File: config.mk
export PLATFORM = sky130hd
export DESIGN_NAME = cpu_step_ctrl_flat
export DESIGN_NICKNAME = d
export VERILOG_FILES = /design/src/rtl/cpu_ctrl_pkg.sv /design/src/rtl/cpu_step_ctrl_if.sv /design/src/rtl/btn_debounce.sv /design/src/rtl/cpu_step_ctrl.sv /design/src/flat_wrapper.sv
export SDC_FILE = /design/constraint.sdc
export NUM_CORES = 1
export LEC_CHECK = 0
export CAP_MARGIN = 30
export CORE_UTILIZATION = 39
export DETAILED_ROUTE_END_ITERATION = 12
export GPL_TIMING_DRIVEN = 0
export SKIP_LAST_GASP = 1
export SLEW_MARGIN = 5
export SYNTH_ARGS = -nofsm -noshare
export SYNTH_HDL_FRONTEND = slang
export SYNTH_SLANG_ARGS = --single-unit
File: constraint.sdc
create_clock -name clk -period 2.7 [get_ports clk]
set_clock_uncertainty 0.1 [all_clocks]
set_input_delay 0.54 -clock clk [delete_from_list [all_inputs] [get_ports clk]]
set_output_delay 0.54 -clock clk [all_outputs]
set_load 0.005 [all_outputs]
File: src/rtl/cpu_ctrl_pkg.sv
// Shared front-panel controller types: mode encoding and step divider sizing.
// Also used by the core and lcd_top to display the current mode.
package cpu_ctrl_pkg;

    typedef enum logic [1:0] {
        MODE_IDLE = 2'd0,
        MODE_RUN  = 2'd1,
        MODE_FAST = 2'd2,
        MODE_EDIT = 2'd3
    } mode_t;

    localparam int DIV_W = 25;

    typedef logic [DIV_W-1:0] div_t;

    localparam int BTN_NEXT  = 0;
    localparam int BTN_RUN   = 1;
    localparam int BTN_SPEED = 2;
    localparam int BTN_SEND  = 3;
    localparam int BTN_EDIT  = 4;
    localparam int BTN_COUNT = 5;

    // Terminal divider count for the paced mode m.
    function automatic div_t div_last(input mode_t m, input int run_div, input int fast_div);
        return (m == MODE_FAST) ? div_t'(fast_div - 1) : div_t'(run_div - 1);
    endfunction

endpackage

File: src/rtl/cpu_step_ctrl_if.sv
// Front-panel bundle: raw buttons/switch and halt in, step/load pulses and mode out.
interface cpu_step_ctrl_if;

    logic       next;
    logic       run;
    logic       speedRun;
    logic       edit;
    logic       send;
    logic       halt;
    logic       step_en;
    logic       load_pulse;
    logic [1:0] mode;

    modport master (
        output next, run, speedRun, edit, send, halt,
        input  step_en, load_pulse, mode
    );

    modport slave (
        input  next, run, speedRun, edit, send, halt,
        output step_en, load_pulse, mode
    );

endinterface

File: src/rtl/btn_debounce.sv
// 2-FF synchronizer plus hold-time debouncer; rise is a one-cycle pulse
// registered alongside the debounced level when it goes high.
module btn_debounce #(
    parameter int DEBOUNCE_CYCLES = 1_000_000
) (
    input  logic clk,
    input  logic rst,
    input  logic raw,
    output logic level,
    output logic rise
);

    localparam int CNT_W = (DEBOUNCE_CYCLES > 1) ? $clog2(DEBOUNCE_CYCLES) : 1;
    localparam logic [CNT_W-1:0] CNT_LAST = CNT_W'(DEBOUNCE_CYCLES - 1);

    logic             sync_p0;
    logic             sync_p1;
    logic [CNT_W-1:0] cnt;

    always_ff @(posedge clk or negedge rst) begin
        if (!rst) begin
            sync_p0 <= 1'b0;
            sync_p1 <= 1'b0;
            cnt     <= '0;
            level   <= 1'b0;
            rise    <= 1'b0;
        end else begin
            sync_p0 <= raw;
            sync_p1 <= sync_p0;
            rise    <= 1'b0;
            // Any return to the accepted level restarts the hold count.
            if (sync_p1 == level) begin
                cnt <= '0;
            end else if (cnt == CNT_LAST) begin
                cnt   <= '0;
                level <= sync_p1;
                rise  <= sync_p1;
            end else begin
                cnt <= cnt + CNT_W'(1);
            end
        end
    end

endmodule

File: src/rtl/cpu_step_ctrl.sv
// Front-panel execution controller: single-step, paced run (slow/fast) and
// program-edit mode, producing one-cycle step_en and load_pulse for the core.
module cpu_step_ctrl
    import cpu_ctrl_pkg::*;
#(
    parameter int DEBOUNCE_CYCLES = 1_000_000,
    parameter int RUN_DIV         = 25_000_000,
    parameter int FAST_DIV        = 50_000
) (
    input  logic               clk,
    input  logic               rst,
    cpu_step_ctrl_if.slave     bus
);

    logic [BTN_COUNT-1:0] raw;
    logic [BTN_COUNT-1:0] lvl;
    logic [BTN_COUNT-1:0] rise;

    assign raw[BTN_NEXT]  = bus.next;
    assign raw[BTN_RUN]   = bus.run;
    assign raw[BTN_SPEED] = bus.speedRun;
    assign raw[BTN_SEND]  = bus.send;
    assign raw[BTN_EDIT]  = bus.edit;

    for (genvar i = 0; i < BTN_COUNT; i++) begin : g_btn
        btn_debounce #(
            .DEBOUNCE_CYCLES(DEBOUNCE_CYCLES)
        ) u_btn (
            .clk  (clk),
            .rst  (rst),
            .raw  (raw[i]),
            .level(lvl[i]),
            .rise (rise[i])
        );
    end

    // Buttons act on their rise only; the edit switch acts on its level only.
    logic unused_btn;
    assign unused_btn = &{1'b0, lvl[BTN_SEND:BTN_NEXT], rise[BTN_EDIT]};

    logic edit_lvl;
    logic next_rise;
    logic run_rise;
    logic speed_rise;
    logic send_rise;

    assign edit_lvl   = lvl[BTN_EDIT];
    assign next_rise  = rise[BTN_NEXT];
    assign run_rise   = rise[BTN_RUN];
    assign speed_rise = rise[BTN_SPEED];
    assign send_rise  = rise[BTN_SEND];

    mode_t state;
    div_t  div;
    logic  step_en;
    logic  load_pulse;

    always_ff @(posedge clk or negedge rst) begin
        if (!rst) begin
            state      <= MODE_IDLE;
            div        <= '0;
            step_en    <= 1'b0;
            load_pulse <= 1'b0;
        end else begin
            step_en    <= 1'b0;
            load_pulse <= 1'b0;
            if (edit_lvl) begin
                state      <= MODE_EDIT;
                div        <= '0;
                load_pulse <= send_rise;
            end else begin
                unique case (state)
                    MODE_EDIT: begin
                        state <= MODE_IDLE;
                        div   <= '0;
                    end
                    MODE_IDLE: begin
                        div <= '0;
                        // A halted core may still be single-stepped, but not started.
                        if (bus.halt) begin
                            step_en <= next_rise;
                        end else if (speed_rise) begin
                            state <= MODE_FAST;
                        end else if (run_rise) begin
                            state <= MODE_RUN;
                        end else begin
                            step_en <= next_rise;
                        end
                    end
                    MODE_RUN, MODE_FAST: begin
                        if (bus.halt) begin
                            state <= MODE_IDLE;
                            div   <= '0;
                        end else if (speed_rise) begin
                            state <= (state == MODE_FAST) ? MODE_IDLE : MODE_FAST;
                            div   <= '0;
                        end else if (run_rise) begin
                            state <= (state == MODE_RUN) ? MODE_IDLE : MODE_RUN;
                            div   <= '0;
                        end else if (div == div_last(state, RUN_DIV, FAST_DIV)) begin
                            div     <= '0;
                            step_en <= 1'b1;
                        end else begin
                            div <= div + div_t'(1);
                        end
                    end
                endcase
            end
        end
    end

    assign bus.step_en    = step_en;
    assign bus.load_pulse = load_pulse;
    assign bus.mode       = state;

endmodule

File: src/flat_wrapper.sv
// flat-port wrapper written by rule: the top's interface ports become plain ports
module cpu_step_ctrl_flat import cpu_ctrl_pkg::*;
#(
    parameter int DEBOUNCE_CYCLES = 1_000_000,
    parameter int RUN_DIV         = 25_000_000,
    parameter int FAST_DIV        = 50_000
)
  (clk, rst, bus_next, bus_run, bus_speedRun, bus_edit, bus_send, bus_halt, bus_step_en, bus_load_pulse, bus_mode);
  cpu_step_ctrl_if bus_i ();
  input  logic clk;
  input  logic rst;
  input wire logic [$bits(bus_i.next)-1:0] bus_next;
  input wire logic [$bits(bus_i.run)-1:0] bus_run;
  input wire logic [$bits(bus_i.speedRun)-1:0] bus_speedRun;
  input wire logic [$bits(bus_i.edit)-1:0] bus_edit;
  input wire logic [$bits(bus_i.send)-1:0] bus_send;
  input wire logic [$bits(bus_i.halt)-1:0] bus_halt;
  output wire logic [$bits(bus_i.step_en)-1:0] bus_step_en;
  output wire logic [$bits(bus_i.load_pulse)-1:0] bus_load_pulse;
  output wire logic [$bits(bus_i.mode)-1:0] bus_mode;
  assign bus_i.next = bus_next;
  assign bus_i.run = bus_run;
  assign bus_i.speedRun = bus_speedRun;
  assign bus_i.edit = bus_edit;
  assign bus_i.send = bus_send;
  assign bus_i.halt = bus_halt;
  assign bus_step_en = bus_i.step_en;
  assign bus_load_pulse = bus_i.load_pulse;
  assign bus_mode = bus_i.mode;
  cpu_step_ctrl #(.DEBOUNCE_CYCLES(DEBOUNCE_CYCLES), .RUN_DIV(RUN_DIV), .FAST_DIV(FAST_DIV)) u_core (.clk(clk), .rst(rst), .bus(bus_i));
endmodule
* Word level (Yosys, flattened, before mapping)
Cells that the tools add are included.
** Storage, ports and cells
- Bits in registers :: 148
- Input bits :: 8
- Output and inout port bits :: 4
- Word-level logic and storage cells :: 110
** Cells by class
- Add/sub/neg operators :: 6
- Equality and inequality tests :: 17
- Multiplexer cells :: 45
- Bitwise logic cells :: 5
- Reduce and logical (&&, ||, !) cells :: 9
** Operator list (number)
- $mux W20 :: 10
- $mux W25 :: 6
- $add A20 B1 Y20 const B :: 5
- $eq A20 B20 Y1 const B :: 5
- $pmux W25 S2 :: 1
- $add A25 B1 Y25 const B :: 1
- $eq A25 B25 Y1 :: 1
- $mux W1 :: 18
- $mux W2 :: 8
- $reduce_and A2 Y1 :: 5
- $pmux W2 S3 :: 1
- $eq A1 B1 Y1 :: 5
- $ne A5 B5 Y1 const B :: 1
- $not A1 Y1 :: 5
- $eq A2 B2 Y1 const B :: 2
- $ne A4 B4 Y1 const B :: 1
- $reduce_or A2 Y1 :: 2
- $ne A3 B3 Y1 const B :: 1
- $reduce_and A3 Y1 :: 1
- $eq A2 B1 Y1 const B :: 1
- $logic_not A2 Y1 :: 1
- $pmux W1 S2 :: 1

* Longest topological paths before layout
Gate-level depths: netlist of run 1.
- Depth after elaboration :: 9
- Depth in mapped cells :: 7
- Depth with buffers taken out :: 6

* By module
From an unflattened synthesis of run 1, not the netlist that was laid out.
** Second synthesis, totals
- Cells, all modules :: 751
- Area, all modules :: 7438.4 µm²
** Modules (own cells, without submodules)
- btn_debounce (u_core.g_btn[0].u_btn ...) :: times used 4, cells an instance 116, area an instance 1136.1 µm², seq. area each 600.6 µm²
- cpu_step_ctrl :: times used 1, cells an instance 177, area an instance 1756.7 µm², seq. area each 725.7 µm²
- btn_debounce (u_core.g_btn[2].u_btn) :: times used 1, cells an instance 110, area an instance 1137.3 µm², seq. area each 600.6 µm²

* Worst setup path after synthesis of run 1
OpenSTA, ideal clock, no wires.
- Kind :: reg-to-reg
- From :: register u_core.state[0], in the netlist u_core.bus.mode[0]
- To :: register u_core.div[2]
- Library setup time :: 137 ps
- Arrival :: 2184 ps
- Data required time :: 2463 ps
- Path slack :: 279 ps
- Cell stages (with the launch flop) :: 8
- Buffers on the path :: 1
- Clock period less this slack :: 2421 ps
- Cells stage by stage :: dfrtp_1 inv_1 ha_1 nand4bb_1 or4_4 a2111oi_4 buf_4 nor3_1
** Between the ends
- Longest elaborated chain between the ends :: 9
- Elaborated cells between the ends (all ways) :: 14
- Those cells by class :: eq/ne (4); mux (7); reduce/logical (3)
** RTL lines
- from (decl) :: RTL line cpu_step_ctrl.sv:53 : mode_t state;
- from (signal assigned) :: RTL line cpu_step_ctrl.sv:95 : state <= (state == MODE_FAST) ? MODE_IDLE : MODE_FAST;
- from (signal assigned) :: RTL line cpu_step_ctrl.sv:98 : state <= (state == MODE_RUN) ? MODE_IDLE : MODE_RUN;
- $eq A2 B2 Y1 :: RTL line cpu_ctrl_pkg.sv:25, cpu_step_ctrl.sv:72
- $mux W25 :: RTL line cpu_ctrl_pkg.sv:25 : return (m == MODE_FAST) ? div_t'(fast_div - 1) : div_t'(run_div - 1);
- $eq A25 B25 Y1 :: RTL line cpu_step_ctrl.sv:100 : end else if (div == div_last(state, RUN_DIV, FAST_DIV)) begin
- $mux W25 :: RTL line cpu_step_ctrl.sv:100
- $mux W25 :: RTL line cpu_step_ctrl.sv:97 : end else if (run_rise) begin
- $mux W25 :: RTL line cpu_step_ctrl.sv:94 : end else if (speed_rise) begin
- $mux W25 :: RTL line cpu_step_ctrl.sv:91 : if (bus.halt) begin
- $pmux W25 S2 * :: RTL line cpu_step_ctrl.sv:72 : unique case (state)
- $mux W25 * :: RTL line cpu_step_ctrl.sv:67 : if (edit_lvl) begin
- to (signal assigned) :: RTL line cpu_step_ctrl.sv:104 : div <= div + div_t'(1);
- to (decl) :: RTL line cpu_step_ctrl.sv:54 : div_t div;
Every way passes the cells marked *; elsewhere a longest branch is shown, timed or not.
A chain may end at the register's enable or synchronous reset.

* Worst setup path after layout of run 1
- From :: register u_core.state[0], in the netlist u_core.bus.mode[0]
- To :: register u_core.step_en, in the netlist u_core.bus.step_en
** Between the ends
- Longest elaborated chain between the ends :: 9
- Elaborated cells between the ends (all ways) :: 12
- Those cells by class :: eq/ne (3); mux (7); reduce/logical (2)
** RTL lines
- $eq A2 B2 Y1 :: RTL line cpu_ctrl_pkg.sv:25, cpu_step_ctrl.sv:72
- $mux W25 :: RTL line cpu_ctrl_pkg.sv:25
- $eq A25 B25 Y1 :: RTL line cpu_step_ctrl.sv:100
- $mux W1 :: RTL line cpu_step_ctrl.sv:100
- $mux W1 :: RTL line cpu_step_ctrl.sv:97
- $mux W1 :: RTL line cpu_step_ctrl.sv:94
- $mux W1 :: RTL line cpu_step_ctrl.sv:91
- $pmux W1 S2 * :: RTL line cpu_step_ctrl.sv:72
- $mux W1 * :: RTL line cpu_step_ctrl.sv:67
- to (signal assigned) :: RTL line cpu_step_ctrl.sv:81 : step_en <= next_rise;
- to (signal assigned) :: RTL line cpu_step_ctrl.sv:87 : step_en <= next_rise;
- to (decl) :: RTL line cpu_step_ctrl.sv:55 : logic step_en;
Marks and branches as above.

==> impl_metrics.toml, run 1 <==
[floorplanning]
start_util_pct = 40.4
num_io_pins = 12
die-width_um = 139
dieArea_um2 = 19400
die_y_um = 139
core.rowCount = 49
core_area_um2 = 18200

[clock_network]
cts_buffers = 17
ctsResizeCount = 0
cts.clk_slew.worst_paths_ns = 0.06
clk_path_buf_depth = 2
cts_hold_buf = 0
clk_latency_ns = 0.42
htree_levels = 4
cts.sinks = 148
cts_root_buf = "clkbuf_16"
cts_tree = "built"

[detailed_routing]
detail_route.iter0.violations = 325
ant_nets = 0
routedWlPerCell_um = 14.5
via_per_inst = 5.47
vias = 5557
drtPass1Iterations = 4
totalWireLength_mm = 14.7
drc_errors = 0

[sta]
fin_crit_ns = 2.60
slew_headroom_pct = 53.9
hold_viol = 5
fmax_ghz = 0.385
tightest_slew_ns = 0.674
finalSetupViolations = 0
slew_viol_final = 0
fin_crit_sh_pct = 96.2
rsz0062_at_grt = "true"
hold_slack_ns = -0.0245

[pwr]
leakage_nw = 3.20
p_total_mw = 4.85
vdd_drop_max_mv = 0.397
power_density_nw_per_um2 = 576

[synth]
synth_warnings = 0
syn_nets = 760
synth_top_area_share_pct = 50.3
synth_area_per_cell_um2 = 9.92
synthArstFlopShare_pct = 100
yosys.area.top_type = "dfrtp_1"
synth.area.top_cells = "dfrtp_1, xnor2_1, nor2_1"
synth-edff-count = 0
yosysSeqAreaShare_pct = 50.3
yosysUniqueCellTypes = 51
ys.flop_type = "dfrtp_1"
synth_area_um2 = 7360
synth_seq_cells = 148
syn_inst = 742

[global_route]
antenna_found_initial = 0
groute.usage.overall_pct = 16.5
grt-ovfl-total = 0
grt_pass1_wl_mm = 26.0
grt_pass1_vias = 5613
grt_max_degree = 90

[placement]
place_area_um2 = 7790
dp_hpwl_mm = 10.2
io_buffers = 11
dp_cells = 983
gp_congestion = 0.805

[setup_path]
max_stage_delay_ns = 0.67
required_ns = 2.95
cp_data_arrival_time_ns = 2.85
worst-path-max-fanout = 5
slowest_stage = "a2111oi_0"
worstSetupEndpointType = "flip-flop"
critPathKind = "flip-flop to flip-flop"
cp.buffers_inverters = 1
critPathLaunchType = "flip-flop"
worstPathCellList = "inv_1, ha_1, nand4bb_1, or4_4, a2111oi_0, o21a_1"
cp_top_family = "compound AO/OA/AOI/OAI gates"

[finish]
fin_util_pct = 46.2
drive_above_1_share_pct = 7.12
final_cell_mix = "dfrtp_1, nor2_1, xnor2_1, nand3_1, nand2_1"
fin_nets = 792
area_growth_pct = 14.3
design_area_um2 = 8420
antenna_cells = 0
final_cells = 1016
final_common_cell = "dfrtp_1"
fillCellCount = 1689

[status]
status = "complete, but fails checks"
violations = "negative hold slack"

[flow_run]
maxCapViolCount = 0

[worst_hold_path]
hp-class = "input port to async pin"
-- where the power goes --
part	switching, mW	leakage, nW	total (mW)	internal (mW)
Clock	0.918	0.293	2.45	1.53
Sequential	0.0257	2.03	2.27	2.24
Combinational	0.0856	0.873	0.123	0.0372
Total	1.03	3.20	4.85	3.82
-- synth_stat cells, types with 4 or more instances --
cell / count
xor2_1: 30
or3_1: 24
inv_1: 26
xnor2_1: 49
a21oi_1: 29
nand4_1: 31
nor3_1: 32
clkbuf_1: 20
nand4b_1: 5
nand3_1: 43
or4_1: 21
ha_1: 10
and4_1: 5
nand2_1: 38
dfrtp_1: 148
mux2_2: 5
and2_1: 4
o21ai_0: 20
o31ai_1: 20
and3_1: 15
nor4_1: 24
a211oi_1: 10
nor2_1: 85
-- what timing repair did --
action	in CTS	in global routing
setup buffers	1	0
pin swaps	1	1
endpoints found under the setup margin	20	18
-- final timing paths --
kind	start	end	slack [ns]	depth (start not counted)
max	u_core.bus.mode[0]$_DFFE_PN0P_	u_core.bus.step_en$_DFF_PN0_	0.10	6
min	rst	u_core.div[22]$_DFF_PN0_	-0.02	1
max reg2reg	u_core.bus.mode[0]$_DFFE_PN0P_	u_core.bus.step_en$_DFF_PN0_	0.10	6
min reg2reg	u_core.g_btn[3].u_btn.sync_p0$_DFF_PN0_	u_core.g_btn[3].u_btn.sync_p1$_DFF_PN0_	0.25	0
max in group asynchronous	rst	u_core.g_btn[3].u_btn.cnt[12]$_DFF_PN0_	1.71	2
min in group clk	u_core.g_btn[3].u_btn.sync_p0$_DFF_PN0_	u_core.g_btn[3].u_btn.sync_p1$_DFF_PN0_	0.25	0
-- area by class of cell --
type	instances	area, µm²	area share, %
Tap cell	229	287	3.40
Clock buffer	22	474	5.63
Inverter	26	97.6	1.16
Sequential cell	148	3700	44.0
Buffer	23	101	1.20
Clock inverter	10	148	1.75
Multi-Input combinational cell	545	3460	41.1
Timing Repair Buffer	13	146	1.74
-- through the flow --
step                      setup slack, ns  TNS [ns]
after floorplan                     0.279         0
after global placement              -4.92   -726.87
after detailed placement          -0.0662     -1.14
after CTS                           0.102         0
after global routing              -0.0154   -0.0634
final                               0.102         0
-- cell families (layout without fill, tap and decap cells) --
| logic type | after synthesis | after routing | synth area share [%] |
|---|---|---|---|
| AOI/OAI and AO/OA | 91 | 91 | 8.06 |
| xor gates and xnor gates | 79 | 79 | 9.40 |
| adders and majority gates | 10 | 10 | 1.70 |
| buffers and inverters | 49 | 94 | 2.70 |
| DFF | 148 | 148 | 50.3 |
| muxes | 7 | 7 | 1.04 |
| and+or+nand+nor | 358 | 358 | 26.8 |
-- registers in the layout, indices dropped and copies added, names as in the netlist --
| name | count |
|---|---|
| u_core.bus.mode | 2 |
| u_core.g_btn.u_btn.cnt | 100 |
| u_core.g_btn.u_btn.sync_p0 | 5 |
| u_core.g_btn.u_btn.rise | 4 |
| u_core.bus.load_pulse | 1 |
| u_core.div | 25 |
| u_core.g_btn.u_btn.sync_p1 | 5 |
| u_core.bus.step_en | 1 |
| u_core.g_btn.u_btn.level | 5 |
-- worst register-to-register path, cell delays in order (launching register included) --
cell	delay (ns)
dfrtp_1	0.40
inv_1	0.10
ha_1	0.28
nand4bb_1	0.21
or4_4	0.57
a2111oi_0	0.67
o21a_1	0.20
-- routing by layer --
metal  up-vias  track usage [%]  wire length (µm)
met4         0             6.96               237
met2        69             28.1              7150
met1      2714             20.4              6930
met3        20             3.41               397
met5         -                0                 0
li1       2754                -                 -
Power figures use the tool's default switching activity.
==> run 2: changes to the inputs <==
--- a/config.mk
+++ b/config.mk
@@ -7,8 +7,10 @@
 export LEC_CHECK = 0
 export CAP_MARGIN = 30
 export CORE_UTILIZATION = 39
+export CTS_BUF_LIST = sky130_fd_sc_hd__clkbuf_4 sky130_fd_sc_hd__clkbuf_8
 export DETAILED_ROUTE_END_ITERATION = 12
 export GPL_TIMING_DRIVEN = 0
+export HOLD_SLACK_MARGIN = 0.08
 export SKIP_LAST_GASP = 1
 export SLEW_MARGIN = 5
 export SYNTH_ARGS = -nofsm -noshare
==> impl_metrics.toml, run 2 (synthesis results as in run 1) <==
[status]
status = "finished clean"

[global_route]
grt_pass1_wl_mm = 25.7
groute.usage.overall_pct = 16.3
grt_pass1_vias = 5635
grt-ovfl-total = 0
grt_max_degree = 90
antenna_found_initial = 0

[floorplanning]
core.rowCount = 49
dieArea_um2 = 19400
num_io_pins = 12
start_util_pct = 40.4
core_area_um2 = 18200
die_y_um = 139
die-width_um = 139

[detailed_routing]
via_per_inst = 5.47
vias = 5568
drtPass1Iterations = 4
totalWireLength_mm = 14.6
detail_route.iter0.violations = 331
drc_errors = 0
routedWlPerCell_um = 14.4
ant_nets = 0

[clock_network]
ctsResizeCount = 0
cts_buffers = 17
clk_path_buf_depth = 2
htree_levels = 4
cts_root_buf = "clkbuf_8"
cts_tree = "built"
clk_latency_ns = 0.45
cts.clk_slew.worst_paths_ns = 0.08
cts.sinks = 148

[finish]
final_cell_mix = "dfrtp_1, nor2_1, xnor2_1, nand3_1, nand2_1"
antenna_cells = 0
largest_register_ffs = 100
final_common_cell = "dfrtp_1"
fin_util_pct = 45.3
reg_top3 = "u_core.g_btn.u_btn.cnt: 100 flops, u_core.div: 25 flops"
final_cells = 1017
drive_above_1_share_pct = 7.36
area_growth_pct = 12.0
fin_nets = 793
regMostFlops = "u_core.g_btn.u_btn.cnt"

[setup_path]
worstSetupEndpointType = "flip-flop"
crit_start = "u_core.bus.mode[0]$_DFFE_PN0P_"
worst-path-max-fanout = 5
max_stage_delay_ns = 0.66
worstPathCellList = "inv_1, ha_1, nand4bb_1, or4_4, a2111oi_0, o21a_1"
critPathLaunchType = "flip-flop"
critPathKind = "flip-flop to flip-flop"
cp_data_arrival_time_ns = 2.87
slowest_stage = "a2111oi_0"
rr_startpoint = "u_core.bus.mode[0]$_DFFE_PN0P_"
required_ns = 2.98

[pwr]
leakage_nw = 3.12
internal-power_mw = 3.29
switching_share_pct = 22.5
vdd_drop_max_mv = 0.310
power_frac_clock_pct = 43.8
pwr-share-seq_pct = 53.3
power_density_nw_per_um2 = 516
combPwrFrac_pct = 2.9
p_switching_mw = 0.957

[sta]
fin_crit_ns = 2.59
hold_viol = 0
slew_headroom_pct = 54.8
fmax_ghz = 0.386
fin_crit_sh_pct = 95.9
tightest_slew_ns = 0.661
finalSetupViolations = 0
rsz0062_at_grt = "true"
slew_viol_final = 0

[flow_run]
maxCapViolCount = 0

[placement]
gp_congestion = 0.805
dp_hpwl_mm = 10.2
io_buffers = 11
dp_cells = 983

[worst_hold_path]
hold_path.startpoint = "u_core.g_btn[3].u_btn.sync_p0$_DFF_PN0_"
hp-class = "flip-flop to flip-flop"
## run 2: changes by cell type in the layout (fill, tap and decap cells not counted), sizes merged
cell / delta
dlygate4sd3: +1
## run 2: metal layers
metal | track usage [%] | part of all wire [%] | vias to the layer above | wire length (µm)
met5 | 0 | 0 | - | 0
met3 | 3.75 | 2.8 | 13 | 414
met1 | 20.1 | 48 | 2733 | 6960
met2 | 27.8 | 48 | 66 | 7060
met4 | 5.79 | 1.2 | 0 | 174
li1 | - | - | 2756 | -
## run 2: final timing paths
| path | to | slack [ns] | depth (start not counted) |
|---|---|---|---|
| worst max-delay path | u_core.bus.step_en$_DFF_PN0_ | 0.11 | 6 |
| worst min-delay path | u_core.g_btn[3].u_btn.sync_p1$_DFF_PN0_ | 0.25 | 0 |
| worst max register to register | u_core.bus.step_en$_DFF_PN0_ | 0.11 | 6 |
| worst min register to register | u_core.g_btn[3].u_btn.sync_p1$_DFF_PN0_ | 0.25 | 0 |
| max in group asynchronous | u_core.g_btn[2].u_btn.cnt[6]$_DFF_PN0_ | 1.17 | 3 |
| min in group asynchronous | u_core.div[22]$_DFF_PN0_ | 0.52 | 2 |
## run 2: area by class of cell
type	count	area, µm²
clock buffer	22	290
inverter	26	97.6
tap	229	287
clock inverter	10	148
sequential	148	3700
multi-input combinational	545	3460
fill	1705	9970
timing repair buffer	14	156
buffer	23	101
## run 2: what timing repair did
item | in CTS | in global routing
setup buffers | 1 | 0
hold endpoints to repair | 59 | 0
hold buffers | 1 | 0
pin swaps | 1 | 1
gates cloned | 0 | 0
setup endpoints to repair | 20 | 17
## run 2: power by group through the flow
stage | Sequential [mW] | Combinational (mW) | Clock, mW
2_1_floorplan | 2.30 | 0.0535 | 0
3_3_place_gp | 2.31 | 0.120 | 0
3_5_place_dp | 2.31 | 0.128 | 0
4_1_cts | 2.27 | 0.130 | 1.91
5_1_grt | 2.27 | 0.148 | 2.02
6_report | 2.27 | 0.124 | 1.86
## run 2: critical path, delay by kind of cell, from the launching register on
| family | cells | cell delay (ns) |
|---|---|---|
| AO/OA/AOI/OAI | 2 | 0.86 |
| flip-flops | 1 | 0.40 |
| adder cells (fa/ha/maj) | 1 | 0.28 |
| buffers and inverters | 1 | 0.09 |
| AND/OR/NAND/NOR | 2 | 0.78 |
## run 2: through the flow
step / hold WS [ns] / power [mW] / instance area (µm²) / setup WS [ns] / setup TNS [ns]
2_1_floorplan: 0.144 / 2.36 / 7360 / 0.279 / 0
3_3_place_gp: 0.236 / 2.43 / 7760 / -4.92 / -726.87
3_5_place_dp: 0.236 / 2.44 / 7790 / -0.0662 / -1.14
4_1_cts: 0.254 / 4.31 / 8240 / 0.0991 / 0
5_1_grt: 0.261 / 4.43 / 8240 / -0.0144 / -0.0519
6_report: 0.248 / 4.25 / 8240 / 0.112 / 0
==> run 3: changes to the inputs <==
--- a/config.mk
+++ b/config.mk
@@ -6,6 +6,7 @@
 export NUM_CORES = 1
 export LEC_CHECK = 0
 export CAP_MARGIN = 30
+export CORE_MARGIN = 1
 export CORE_UTILIZATION = 39
 export CTS_BUF_LIST = sky130_fd_sc_hd__clkbuf_4 sky130_fd_sc_hd__clkbuf_8
 export DETAILED_ROUTE_END_ITERATION = 12
==> results of run 3 <==
The final DEF is identical to that of run 2; final timing and power are the same.
